==> src/rtl/gray_decoder_checker_sync.sv <==
// Multi-flop vector synchronizer for gray-coded buses crossing into clk.
module gray_sync #(
    parameter int unsigned WIDTH  = 5,
    parameter int unsigned STAGES = 2
) (
    input  logic             clk,
    input  logic             reset,
    input  logic [WIDTH-1:0] d_i,
    output logic [WIDTH-1:0] q_o
);

    logic [STAGES*WIDTH-1:0] chain_q;

    if (STAGES == 1) begin : g_single
        always_ff @(posedge clk or posedge reset) begin
            if (reset) chain_q <= '0;
            else       chain_q <= d_i;
        end
    end else begin : g_multi
        always_ff @(posedge clk or posedge reset) begin
            if (reset) chain_q <= '0;
            else       chain_q <= {chain_q[(STAGES-1)*WIDTH-1:0], d_i};
        end
    end

    assign q_o = chain_q[STAGES*WIDTH-1 -: WIDTH];

endmodule

==> config.mk <==
export PLATFORM = sky130hd
export DESIGN_NAME = gray_sync
export DESIGN_NICKNAME = d
export VERILOG_FILES = /design/src/rtl/gray_decoder_checker_sync.sv
export SDC_FILE = /design/constraint.sdc
export NUM_CORES = 1
export LEC_CHECK = 0
export BUFFER_PORTS_ARGS = -buffer_cell sky130_fd_sc_hd__buf_2
export CORE_AREA = 2 2 39 41
export CTS_BUF_LIST = sky130_fd_sc_hd__clkbuf_4 sky130_fd_sc_hd__clkbuf_8 sky130_fd_sc_hd__clkbuf_16
export CTS_CLUSTER_SIZE = 28
export DETAILED_ROUTE_END_ITERATION = 16
export DIE_AREA = 0 0 41 43
export SETUP_SLACK_MARGIN = 0.1
export SLEW_MARGIN = 25
export SYNTH_ARGS = -nofsm -noshare
export SYNTH_HDL_FRONTEND = slang
export SYNTH_SLANG_ARGS = --single-unit
==> constraint.sdc <==
create_clock -name clk -period 1.5 [get_ports clk]
set_input_delay 0.225 -clock clk [delete_from_list [all_inputs] [get_ports clk]]
set_output_delay 0.225 -clock clk [all_outputs]
set_load 0.1 [all_outputs]
After elaboration in Yosys (flattened, before gate mapping)
Cells that the tools add are included.
Widths: inputs -> output; s select.
Storage, ports and cells
  register bits: 10
  input port bits: 7
  output and inout bits: 5
  word-level logic and storage cells: 1

Longest topological paths before layout
Gate-level depths: netlist of the first run.
  depth in word-level cells: 0
  depth in mapped cells: 1
  depth with buffers taken out: 1

Worst setup path after synthesis of the first run
Ideal clock, no wire load.
  path kind: register to output
  from: reg chain_q[5]
  to: out q_o[0]
  data arrival time: 0.574 ns
  required time: 1.275 ns
  path slack: 0.701 ns
  cell stages (with the launch flop): 2
  buffers on the path: 1
  cell sequence: dfrtp_1 -> buf_4
RTL lines
  start: declaration: RTL line 12  | logic [STAGES*WIDTH-1:0] chain_q;
  start signal: assignment: RTL line 22  | else chain_q <= {chain_q[(STAGES-1)*WIDTH-1:0], d_i};
  end: declaration: RTL line 9  | output logic [WIDTH-1:0] q_o
No word-level cell between the ends.

Final worst setup path of the first run
  from: reg chain_q[5]
  to: out q_o[0]
No word-level cell between the ends.

==> results of run 1 <==
==> what timing repair did <==
action | 4_1_cts | 5_1_grt
endpoints found under the hold margin | 10 | 0
hold buffers | 1 | 0
endpoints found under the setup margin | 0 | 0
setup buffers | 0 | 0
resized for setup | 0 | 0
==> synthesized netlist by cell type <==
cell     number  area share
buf_4         5        0.13
dfrtp_1      10        0.86
inv_1         1       0.013
==> metrics by stage <==
| step | instances | setup slack (ps) |
|---|---|---|
| finish | 42 | 287 |
| CTS | 42 | 272 |
| floorplan | 16 | 701 |
| detailed placement | 38 | 558 |
| global placement | 38 | 554 |
| global route | 42 | 235 |
==> routing by layer <==
metal / global-route usage / up-vias / routed length [um]
li1: - / 62 / -
met1: 0.0541 / 56 / 113
met2: 0.0656 / 14 / 110
met3: 0.0942 / 0 / 92
met4: 0.0200 / 0 / 0
met5: 0 / - / 0
==> path summary, 6_finish.rpt <==
path | from | slack (ps) | depth (start not counted) | to
hold / removal | d_i[0] | 80 | 1 | chain_q[0]
max in group asynchronous | reset | 780 | 3 | chain_q[0]
setup / recovery | chain_q[5] | 290 | 1 | q_o[0]
hold reg to reg | chain_q[1] | 350 | 0 | chain_q[6]
setup reg to reg | chain_q[3] | 1030 | 0 | chain_q[8]
min in group asynchronous | reset | 470 | 3 | chain_q[6]
==> power by group through the flow <==
stage	registers [W]	clock network, W	logic [W]
after floorplan	0.000291	0	0.0000669
after global placement	0.000291	0	0.0000715
after detailed placement	0.000291	0	0.0000719
after CTS	0.000286	0.000176	0.0000739
after global routing	0.000287	0.000190	0.0000773
final	0.000286	0.000166	0.0000731
==> area by class of cell <==
class	count	share of cell area
Clock buffer	3	0.0623
Inverter	1	0.0104
Sequential cell	10	0.692
Tap cell	16	0.0554
Timing Repair Buffer	12	0.180
==> cell families (layout without fill, tap and decap cells) <==
| family | count (synthesis) | count (layout) | share of synthesized area |
|---|---|---|---|
| DFF | 10 | 10 | 0.858 |
| buffers and inverters | 6 | 16 | 0.142 |
==> out/summary.txt, run 1 <==
Boundary Pins = 12
Iter 0 DRT Violations = 0
H-tree depth = 1
Top delay family on crit path = buffers and inverters
Placement Cell Area = 329 sq um
CP Launch Type = register
Synthesis Warnings = 0
Pwr Density = 1450 mW/mm^2
# rows = 14
RSZ-0062 raised after global routing = false
Synth Cell Area = 292 sq um
most frequent cells in the layout = buf_2 (11), dfrtp_1 (10), clkbuf_4 (3)
worst path bufs/invs = 1
#FFs+latches synth = 10
period utilization = 0.809
P_sw = 0.000139 W
CTS root buf = clkbuf_4
Max Root-Sink Buffers = 2
layout cells sized above 1 = 0.538
Placer Congestion = 0.670
total grt overflow = 0
# setup viols final = 0
most common cell after layout, fill and taps aside = buf_2
WHS = 75.4 ps
FMAX = 824 MHz
crit path max-delay cell type = buf_2
largest net degree at the start of global routing = 11
sequential group share of total power = 0.545
DRC viols = 0
clock power share = 0.316
Worst Tran Pin Value = 486 ps
Total Routing Usage GR = 0.0591
Rel. slew slack = 0.678
Cells after Synth = 16
critical path peak fanout = 1
Biggest register = chain_q
Fin. Hold Viols = 0
count of cell types in the netlist = 3
worst skew pair latency = 250 ps
max FFs per register = 10
first-pass GRT wire length = 572 um
1st-pass router iterations = 1
Crit path largest cell delay = 420 ps
Num CTS Buffers = 3
Avg Cell Area, Syn = 18.2 sq um
Critical Path RT = 1270 ps
design area = 362 sq um
Crit Path Category = register to output pin
Syn Nets = 23
setup_tns = 0 ps
Worst-path clk slew = 60 ps
Vias = 132
Area growth, synth to finish = 24.0%
outcome = complete, no violations
sequential area share after synthesis = 0.858
Max VDD drop = 0.620 mV
antenna diode count = 0
Total Power = 0.000526 W
fin util = 0.261
Die Wd = 41 um
number of fillers in the final layout = 145
clock sinks = 10
Slew Limit Fails = 0
Final ANT Viol Nets = 0
Comb power frac = 0.139
DRT Wirelength = 316 um
IO buf count = 11
antenna violations before repair = 0
crit path time final = 1210 ps
CP Cell Sequence = buf_2
Setup crit end kind = output pin
fin nets = 35
TritonCTS clock tree = yes
Sw Share = 0.264
total core area = 0.00138 sq mm
LEAKAGE = 0.183 nW
initial core utilization = 0.211
Multi-In Gates = 0
biggest regs = chain_q x10
die area = 0.00176 sq mm
HP Class = primary input to register
multi-input logic area = 0 sq um
max cap viols = 0
Final Skew = 3.12 ps
vias in the first global route = 146
Avg WL per Cell = 7.52 um
DIE HEIGHT = 43 um
FF/Latch Area = 250 sq um
Worst EP arrival = 990 ps
Internal Dissipation = 0.000387 W
DR vias/cell = 3.14
Power figures use the tool's default switching activity.
==> inputs of run 2 (changes only) <==
--- a/config.mk
+++ b/config.mk
@@ -5,6 +5,7 @@
 export SDC_FILE = /design/constraint.sdc
 export NUM_CORES = 1
 export LEC_CHECK = 0
+export ABC_AREA = 1
 export BUFFER_PORTS_ARGS = -buffer_cell sky130_fd_sc_hd__buf_2
 export CORE_AREA = 2 2 39 41
 export CTS_BUF_LIST = sky130_fd_sc_hd__clkbuf_4 sky130_fd_sc_hd__clkbuf_8 sky130_fd_sc_hd__clkbuf_16
==> constraint.sdc (replaced) <==
create_clock -name clk -period 1.2 [get_ports clk]
set_input_delay 0.18 -clock clk [delete_from_list [all_inputs] [get_ports clk]]
set_output_delay 0.18 -clock clk [all_outputs]
set_load 0.1 [all_outputs]
==> run 2 against run 1 <==
Clock power up 78%. Setup slack worse by 97 ps. Sequential power up 27%. Combinational power up 61%. Final cell count up 2.4%. Core utilization up 6.4 points. Sequential share of layout area down 14 points. Clock skew down 3.0 ps. Critical path type unchanged. Highest routed layer is now met4.
==> out/summary.txt, run 2 (same netlist as run 1, synthesis figures left out) <==
crit path time final = 1010 ps
DRT Wirelength = 302 um (-4.4%)
Setup Fix Bufs, Post-CTS = 0 (unchanged)
worst path bufs/invs = 1 (unchanged)
setup_tns = 0 ps (unchanged)
# setup viols final = 0 (unchanged)
Top delay family on crit path = flip-flops
max FFs per register = 10 (unchanged)
DIE HEIGHT = 43 um (unchanged)
multi-input logic area = 0 sq um (unchanged)
die area = 0.00176 sq mm (unchanged)
PostCTS Resize Cnt = 0 (unchanged)
largest net degree at the start of global routing = 11 (unchanged)
antenna diode count = 0 (unchanged)
Area growth, synth to finish = 54.5%
Multi-In Gates = 0 (unchanged)
Avg WL per Cell = 7.02 um (-6.7%)
Biggest register = chain_q
Vias = 131 (-0.76%)
Final ANT Viol Nets = 0 (unchanged)
CTS hold repair buffers = 1 (unchanged)
Max VDD drop = 0.584 mV (-5.8%)
biggest regs = chain_q x10
Total Power = 0.000777 W (+48%)
# rows = 14 (unchanged)
number of fillers in the final layout = 134 (-7.6%)
LEAKAGE = 0.218 nW (+19%)
Final Skew = 0.161 ps (-2.96 ps)
Crit path largest cell delay = 400 ps (-20 ps)
Iter 0 DRT Violations = 0 (unchanged)
H-tree depth = 1 (unchanged)
total grt overflow = 0 (unchanged)
total core area = 0.00138 sq mm (unchanged)
IO buf count = 11 (unchanged)
Boundary Pins = 12 (unchanged)
TritonCTS clock tree = yes
clock sinks = 10 (unchanged)
Worst EP arrival = 830 ps (-160 ps)
DRC viols = 0 (unchanged)
Slew Limit Fails = 0 (unchanged)
RSZ-0062 raised after global routing = false
initial core utilization = 0.211 (unchanged)
layout cells sized above 1 = 0.556 (+0.0171)
crit path max-delay cell type = dfrtp_1
period utilization = 0.842
Total Routing Usage GR = 0.0543 (-0.00482)
critical path peak fanout = 1 (unchanged)
Critical Path RT = 1020 ps (-250 ps)
1st-pass router iterations = 1 (unchanged)
Setup crit end kind = output pin
Crit Path Category = register to output pin
Worst Tran Pin Value = 338 ps (-148 ps)
FMAX = 990 MHz
Rel. slew slack = 0.774 (+0.0961)
Die Wd = 41 um (unchanged)
outcome = complete, no violations
Worst-path clk slew = 60 ps (about the same)
most frequent cells in the layout = dfrtp_1 (10), buf_2 (6), buf_12 (5)
Num CTS Buffers = 3 (unchanged)
worst skew pair latency = 260 ps (about the same)
first-pass GRT wire length = 524 um (-8.4%)
antenna violations before repair = 0 (unchanged)
Pwr Density = 1730 mW/mm^2 (+19%)
Fin. Hold Viols = 0 (unchanged)
max cap viols = 0 (unchanged)
Max Root-Sink Buffers = 2 (unchanged)
most common cell after layout, fill and taps aside = dfrtp_1
DR vias/cell = 3.05 (-3.1%)
HP Class = primary input to register
CTS root buf = clkbuf_4
fin nets = 35 (unchanged)
Placer Congestion = 0.668 (-0.39%)
vias in the first global route = 138 (-5.5%)
CP Launch Type = register
CP Cell Sequence = buf_12
## run 2: stage by stage
stage	cell area, sq um	std cells	setup slack (ps)	util	hold WS, ps
final	450	43	190	0.325	21.6
after global routing	450	43	163	0.325	13.0
after CTS	450	43	177	0.325	12.1
after detailed placement	404	38	470	0.292	159
after global placement	404	38	472	0.292	154
after floorplan	292	16	446	-	20.2
## run 2: report_power, final
group | internal [W] | switching [W] | total [W] | leakage, nW
clock network | 0.000184 | 0.000112 | 0.000296 | 0.0210
logic | 0.0000421 | 0.0000761 | 0.000118 | 0.0801
registers | 0.000354 | 0.00000865 | 0.000363 | 0.117
## run 2: worst paths after layout
check                           cells after the start  startpoint  slack (ps)          to
min in group asynchronous                           3       reset         410  chain_q[7]
worst min-delay path                                1      d_i[3]          20  chain_q[3]
max in group asynchronous                           3       reset         540  chain_q[1]
worst min register to register                      0  chain_q[3]         350  chain_q[8]
worst max-delay path                                1  chain_q[8]         190      q_o[3]
worst max register to register                      0  chain_q[2]         730  chain_q[7]
## run 2: layout make-up
class / instances / area (sq um) / share of cell area
well taps: 16 / 20.0 / 0.0444
inverters: 1 / 3.75 / 0.00833
clock buffers: 4 / 36.3 / 0.0806
flip-flops and latches: 10 / 250 / 0.556
repair buffers: 12 / 140 / 0.311
## run 2: per-layer routing
layer | global-route usage | vias to the layer above | wire, um
met1 | 0.0550 | 51 | 132
met2 | 0.0500 | 14 | 105
met5 | 0 | - | 0
met3 | 0.0471 | 3 | 46
met4 | 0.0800 | 0 | 18
li1 | - | 63 | -
